**src/rtl/l2_burst_adaptor.sv**
```systemverilog
// Splits single-cycle cache line transfers into fixed-length beat bursts on the
// memory port, and reassembles read beats into a registered line for the cache.
module l2_burst_adaptor #(
  parameter int s_line    = 256,
  parameter int s_burst   = 64,
  parameter int num_beats = s_line / s_burst
) (
  input  logic                clk,
  input  logic                rst,
  // cache side
  input  logic [31:0]         address_i,
  input  logic                read_i,
  input  logic                write_i,
  input  logic [s_line-1:0]   line_i,
  output logic [s_line-1:0]   line_o,
  output logic                resp_o,
  // memory side
  output logic [31:0]         address_o,
  output logic                read_o,
  output logic                write_o,
  output logic [s_burst-1:0]  burst_o,
  input  logic [s_burst-1:0]  burst_i,
  input  logic                resp_i
);

  localparam int CNT_W = $clog2(num_beats);
  localparam int OFF_W = $clog2(s_line / 8);
  localparam logic [CNT_W-1:0] LAST_BEAT = CNT_W'(num_beats - 1);
  localparam logic [31:0]      LINE_MASK = ~((32'd1 << OFF_W) - 32'd1);

  typedef enum logic [1:0] {IDLE, READ, WRITE, DONE} state_e;

  state_e              state_q, state_d;
  logic [CNT_W-1:0]    cnt_q, cnt_d;
  logic [31:0]         addr_q, addr_d;
  logic [s_line-1:0]   line_q, line_d;
  logic [s_line-1:0]   buf_q, buf_d;

  always_comb begin
    // NOTE: every signal gets a default here so no path leaves one unassigned
    // and infers a latch.
    state_d = state_q;
    cnt_d   = cnt_q;
    addr_d  = addr_q;
    line_d  = line_q;
    buf_d   = buf_q;
    read_o  = 1'b0;
    write_o = 1'b0;
    resp_o  = 1'b0;

    unique case (state_q)
      IDLE: begin
        // Write-back wins a tie so a dirty victim leaves before its refill.
        if (write_i || read_i) begin
          state_d = write_i ? WRITE : READ;
          addr_d  = address_i & LINE_MASK;
          cnt_d   = '0;
          if (write_i) buf_d = line_i;
        end
      end
      READ: begin
        read_o = 1'b1;
        if (resp_i) begin
          line_d[int'(cnt_q)*s_burst +: s_burst] = burst_i;
          cnt_d = cnt_q + 1'b1;
          if (cnt_q == LAST_BEAT) state_d = DONE;
        end
      end
      WRITE: begin
        write_o = 1'b1;
        if (resp_i) begin
          cnt_d = cnt_q + 1'b1;
          if (cnt_q == LAST_BEAT) state_d = DONE;
        end
      end
      DONE: begin
        resp_o  = 1'b1;
        state_d = IDLE;
      end
      default: state_d = IDLE;
    endcase
  end

  // NOTE: state uses non-blocking assignments so all registers update together
  // from values sampled at the same edge. The line and write buffers are plain
  // registers (not a RAM), so they are cleared on reset like the rest.
  always_ff @(posedge clk) begin
    if (rst) begin
      state_q <= IDLE;
      cnt_q   <= '0;
      addr_q  <= '0;
      line_q  <= '0;
      buf_q   <= '0;
    end else begin
      state_q <= state_d;
      cnt_q   <= cnt_d;
      addr_q  <= addr_d;
      line_q  <= line_d;
      buf_q   <= buf_d;
    end
  end

  assign address_o = addr_q;
  assign line_o    = line_q;
  assign burst_o   = buf_q[int'(cnt_q)*s_burst +: s_burst];

endmodule
```
**config.mk**
```make
export PLATFORM = sky130hd
export DESIGN_NAME = l2_burst_adaptor
export DESIGN_NICKNAME = d
export VERILOG_FILES = /design/src/rtl/l2_burst_adaptor.sv
export SDC_FILE = /design/constraint.sdc
export NUM_CORES = 1
export LEC_CHECK = 0
export ABC_CLOCK_PERIOD_IN_PS = 6830
export CAP_MARGIN = 20
export CORE_AREA = 2 2 280 282
export CTS_CLUSTER_SIZE = 12
export DETAILED_ROUTE_END_ITERATION = 10
export DIE_AREA = 0 0 282 284
export PLACE_DENSITY = 0.56
export SKIP_CTS_REPAIR_TIMING = 1
export SYNTH_ARGS = -nofsm -noshare
export SYNTH_HDL_FRONTEND = slang
export SYNTH_SLANG_ARGS = --single-unit
```
**constraint.sdc**
```tcl
create_clock -name clk -period 6.83 [get_ports clk]
set_input_delay 2.049 -clock clk [delete_from_list [all_inputs] [get_ports clk]]
set_output_delay 2.049 -clock clk [all_outputs]
set_load 0.01 [all_outputs]
```
==> summary.md <==
| Metric | Value |
|---|---|
| Clock network power share | `between 30% and 40%` |
| Drt first-iter violations | `914` |
| Main synth FF type | `sky130_fd_sc_hd__dfxtp_1` |
| Part of the total power dissipated in sequential elements | `39.9%` |
| Internal power contribution | `0.00653 W` |
| Crit share post-route | `about 73%` |
| Residual antenna-violating net count after detailed routing | `0` |
| Via total after detailed routing | `18.1k` |
| Worst endpoint data arrival time | `between 2000 and 3000 ps` |
| CP Cell Sequence | `buf_4 > mux4_2 > clkdlybuf4s50_1` |
| Total routing resource utilization after global routing | `18.0%` |
| Achievable clock frequency | `200 MHz` |
| Number of port buffers | `approximately 700` |
| Warnings from Yosys | `0` |
| Final Slew Violations | `0` |
| Compound-Gate Fraction of Synth Area | `16.9%` |
| Outcome | `complete, no violations` |
| Routability congestion estimate | `0.858` |
| Count of different cell masters after synthesis | `37` |
| Area fraction of the dominant cell type after synthesis | `53.7%` |
| Max_cap viols | `0` |
| Relative max-transition margin | `28.2%` |
| Number of buffer and inverter stages on the critical path | `2` |
| Antenna violations before repair | `9` |
| Number of standard cells after synthesis | `around 2.1k` |
| Avg Cell Area, Syn | `around 9.4 um^2` |
| Top post-synthesis cells by count | `sky130_fd_sc_hd__nand2_1 (634), sky130_fd_sc_hd__dfxtp_1 (543), sky130_fd_sc_hd__a21oi_1 (349), sky130_fd_sc_hd__a22o_1 (128), sky130_fd_sc_hd__buf_2 (82)` |
| Post-synthesis share of cell area spent on and, or, nand and nor gates | `16.6%` |
| Worst-skew pair later-pin latency | `610 ps` |
| Crit end category | `primary output` |
| Net Sw Power | `0.00278 W` |
| Wire length of the first global-routing pass | `112000 um` |
| Transition time at the pin with the least slew margin | `~1100 ps` |
| Leakage Power | `11.1 nW` |
| Post-CTS clock slew at the launch and capture registers of the worst setup and hold paths | `60 ps` |
| Pwr/cell area | `roughly 310 nW/um^2` |
| Longest individual stage delay on the worst path | `840 ps` |
| Synthesized cell area | `20300 um^2` |
| Multiplexer share of the synthesized area | `7.26%` |
| Setup clock skew after layout | `between 10 and 15 ps` |
| Minimum period implied by the final worst setup slack | `5000 ps` |
| Worst Path Required | `4780 ps` |
| Sw Ratio | `29.9%` |
| Floorplan die height | `284 um` |
| Start point of the critical path | `cnt_q[1]` |
| Initial Util | `26.3%` |
| Number of buffers inserted during clock tree synthesis | `61` |
| DRC | `0` |
| Count of pins on the block boundary | `about 710` |
| Worst flop-to-flop path startpoint | `cnt_q[1]` |
| Setup TNS | `0 ps` |
| Post-synthesis register bit count | `543` |
| Number of hold violations in the final report | `0` |
| Unrepaired setup endpoints after global routing | `no` |
| Via-to-Cell Ratio | `between 4 and 5` |
| Startpoint type of the worst setup path | `flip-flop` |
| Type of the tightest min-delay check | `reg2reg` |
| Top-count cell post-synth | `sky130_fd_sc_hd__nand2_1` |
| Dominant combinational cell family by area after synthesis | `compound AO/OA/AOI/OAI gates` |
| Share of cells above drive strength 1 | `7.30%` |
| Final instance area | `30000 um^2` |
| Clock tree from TritonCTS | `done` |
| Detailed-placement wirelength estimate | `52600 um` |
| Kind of cell adding the most delay to the critical path | `buffers and inverters` |
| Combinational fraction of design power | `roughly 25%` |
| Cell with the biggest individual delay on the critical path | `sky130_fd_sc_hd__dfxtp_4` |
| Post-DP Area | `~28000 um^2` |
| Rows | `102` |
| Number of levels in the clock H-tree | `2` |
| Drt wl/cell | `~20 um` |
| Total global routing overflow | `0` |
| Largest area contributor in the synthesized netlist | `sky130_fd_sc_hd__dfxtp_1` |
| Count of fill cells added during filler insertion | `~7.6k` |
| WHS | `approximately 450 ps` |
| Core Footprint | `77000 um^2` |
| Number of buffers on the longest clock path | `3` |
| Worst Hold Launch | `line_o[160]` |
| Layout overhead on the synthesized area | `47.9%` |
| Post-route total power | `0.00931 W` |
| Number of setup violations in the final report | `0` |
| Fraction of the mapped netlist area in adder cells | `0.679%` |
| Number of nets in the layout | `3118` |
| Peak fanout along the critical path | `48` |
| Maximum ir drop on the vdd rail | `approximately 0.19 mV` |
| Seq/Total Area, Yosys | `53.7%` |
| Number of synthesized flops with an enable pin | `0` |
| Total wire length | `about 75000 um` |
| Width of the chip | `282 um` |
| Root cell of the clock tree | `sky130_fd_sc_hd__clkbuf_16` |
| Xor/xnor share of the synthesized area | `0%` |
| Area taken by multi-input logic gates | `8480 um^2` |
| Async set-or-reset flop fraction in the synthesized netlist | `0%` |
| Via count of the first global-routing pass | `between 15k and 20k` |
| Main area contributors after synthesis | `sky130_fd_sc_hd__dfxtp_1 (54%), sky130_fd_sc_hd__nand2_1 (12%), sky130_fd_sc_hd__a21oi_1 (8.6%)` |
| Flip-flop and latch area | `about 11000 um^2` |
| Die area | `80100 um^2` |
| Type of the setup path with the least slack | `reg2out` |
| DRT Pass-1 Iters | `5` |
| Maximum number of pins on one net before global-route repair | `177` |
| TritonCTS sink count | `543` |
## power by group through the flow
stage | combinational [W] | sequential, W | clock (W)
after floorplan | 0.00138 | 0.00375 | 0
after global placement | 0.00233 | 0.00377 | 0
after detailed placement | 0.00236 | 0.00379 | 0
after CTS | 0.00237 | 0.00372 | 0.00334
after global routing | 0.00255 | 0.00376 | 0.00347
final | 0.00234 | 0.00372 | 0.00326
## final timing paths
path	to	slack, ps	cells after the start
min	line_o[160]	450	2
min reg2reg	line_o[160]	450	2
max reg2reg	line_o[51]	3750	6
max	burst_o[49]	1830	3
## kinds of logic after synthesis
group                      Yosys count
AOI/OAI and AO/OA                  550
adders and majority gates           11
buffers and inverters              195
DFF                                543
muxes                               67
other                                1
and+or+nand+nor                    782
## layout by cell type (no fill, tap or decap), types with 6 or more instances in the layout
master                            count
sky130_fd_sc_hd__a21o_1              64
sky130_fd_sc_hd__ha_1                11
sky130_fd_sc_hd__clkbuf_8            21
sky130_fd_sc_hd__clkdlybuf4s50_1    700
sky130_fd_sc_hd__diode_2              6
sky130_fd_sc_hd__nor3b_1             65
sky130_fd_sc_hd__nand2_1            633
sky130_fd_sc_hd__nand3_1             64
sky130_fd_sc_hd__a22o_1             128
sky130_fd_sc_hd__clkbuf_16           61
sky130_fd_sc_hd__clkinv_2             9
sky130_fd_sc_hd__mux4_2              64
sky130_fd_sc_hd__clkbuf_1             9
sky130_fd_sc_hd__buf_4               18
sky130_fd_sc_hd__a21oi_1            349
sky130_fd_sc_hd__dfxtp_1            541
## stage by stage
stage	setup slack, ps	std cells	utilization, %
after floorplan	3340	2153	-
after global placement	2270	3726	36.3
after detailed placement	2200	3726	36.3
after CTS	1750	3833	38.9
after global routing	1740	3840	38.9
final	1830	3840	38.9
## area by class of cell
cell class                 instances  share of cell area (%)
antenna                            6                  0.0501
clock buffer                      91                    6.17
clock inverter                    16                   0.489
inverter                           4                  0.0501
multi-input combinational       1415                    28.3
sequential                       543                    36.3
tap                             1040                    4.34
timing repair buffer             725                    24.3
## sequential cells by signal (all words and copies together) (netlist names)
register / flops
line_o: 256
state_q: 2
address_o: 27
buf_q: 256
cnt_q: 2
## per-layer routing
| metal | vias to the layer above | wire length (um) | GRT usage [%] |
|---|---|---|---|
| met5 | - | 35 | 0 |
| met4 | 6 | 2750 | 6.90 |
| met3 | 144 | 4390 | 3.55 |
| met2 | 552 | 38400 | 32.1 |
| met1 | 8750 | 29900 | 21.2 |
| li1 | 8598 | - | - |
## tightest hold or removal path, stage by stage (launching register included)
cell and delay (ps):
sky130_fd_sc_hd__dfxtp_1 310, sky130_fd_sc_hd__nand2_1 50, sky130_fd_sc_hd__a21oi_1 50
Note: power is estimated with default switching activity, not from simulation.
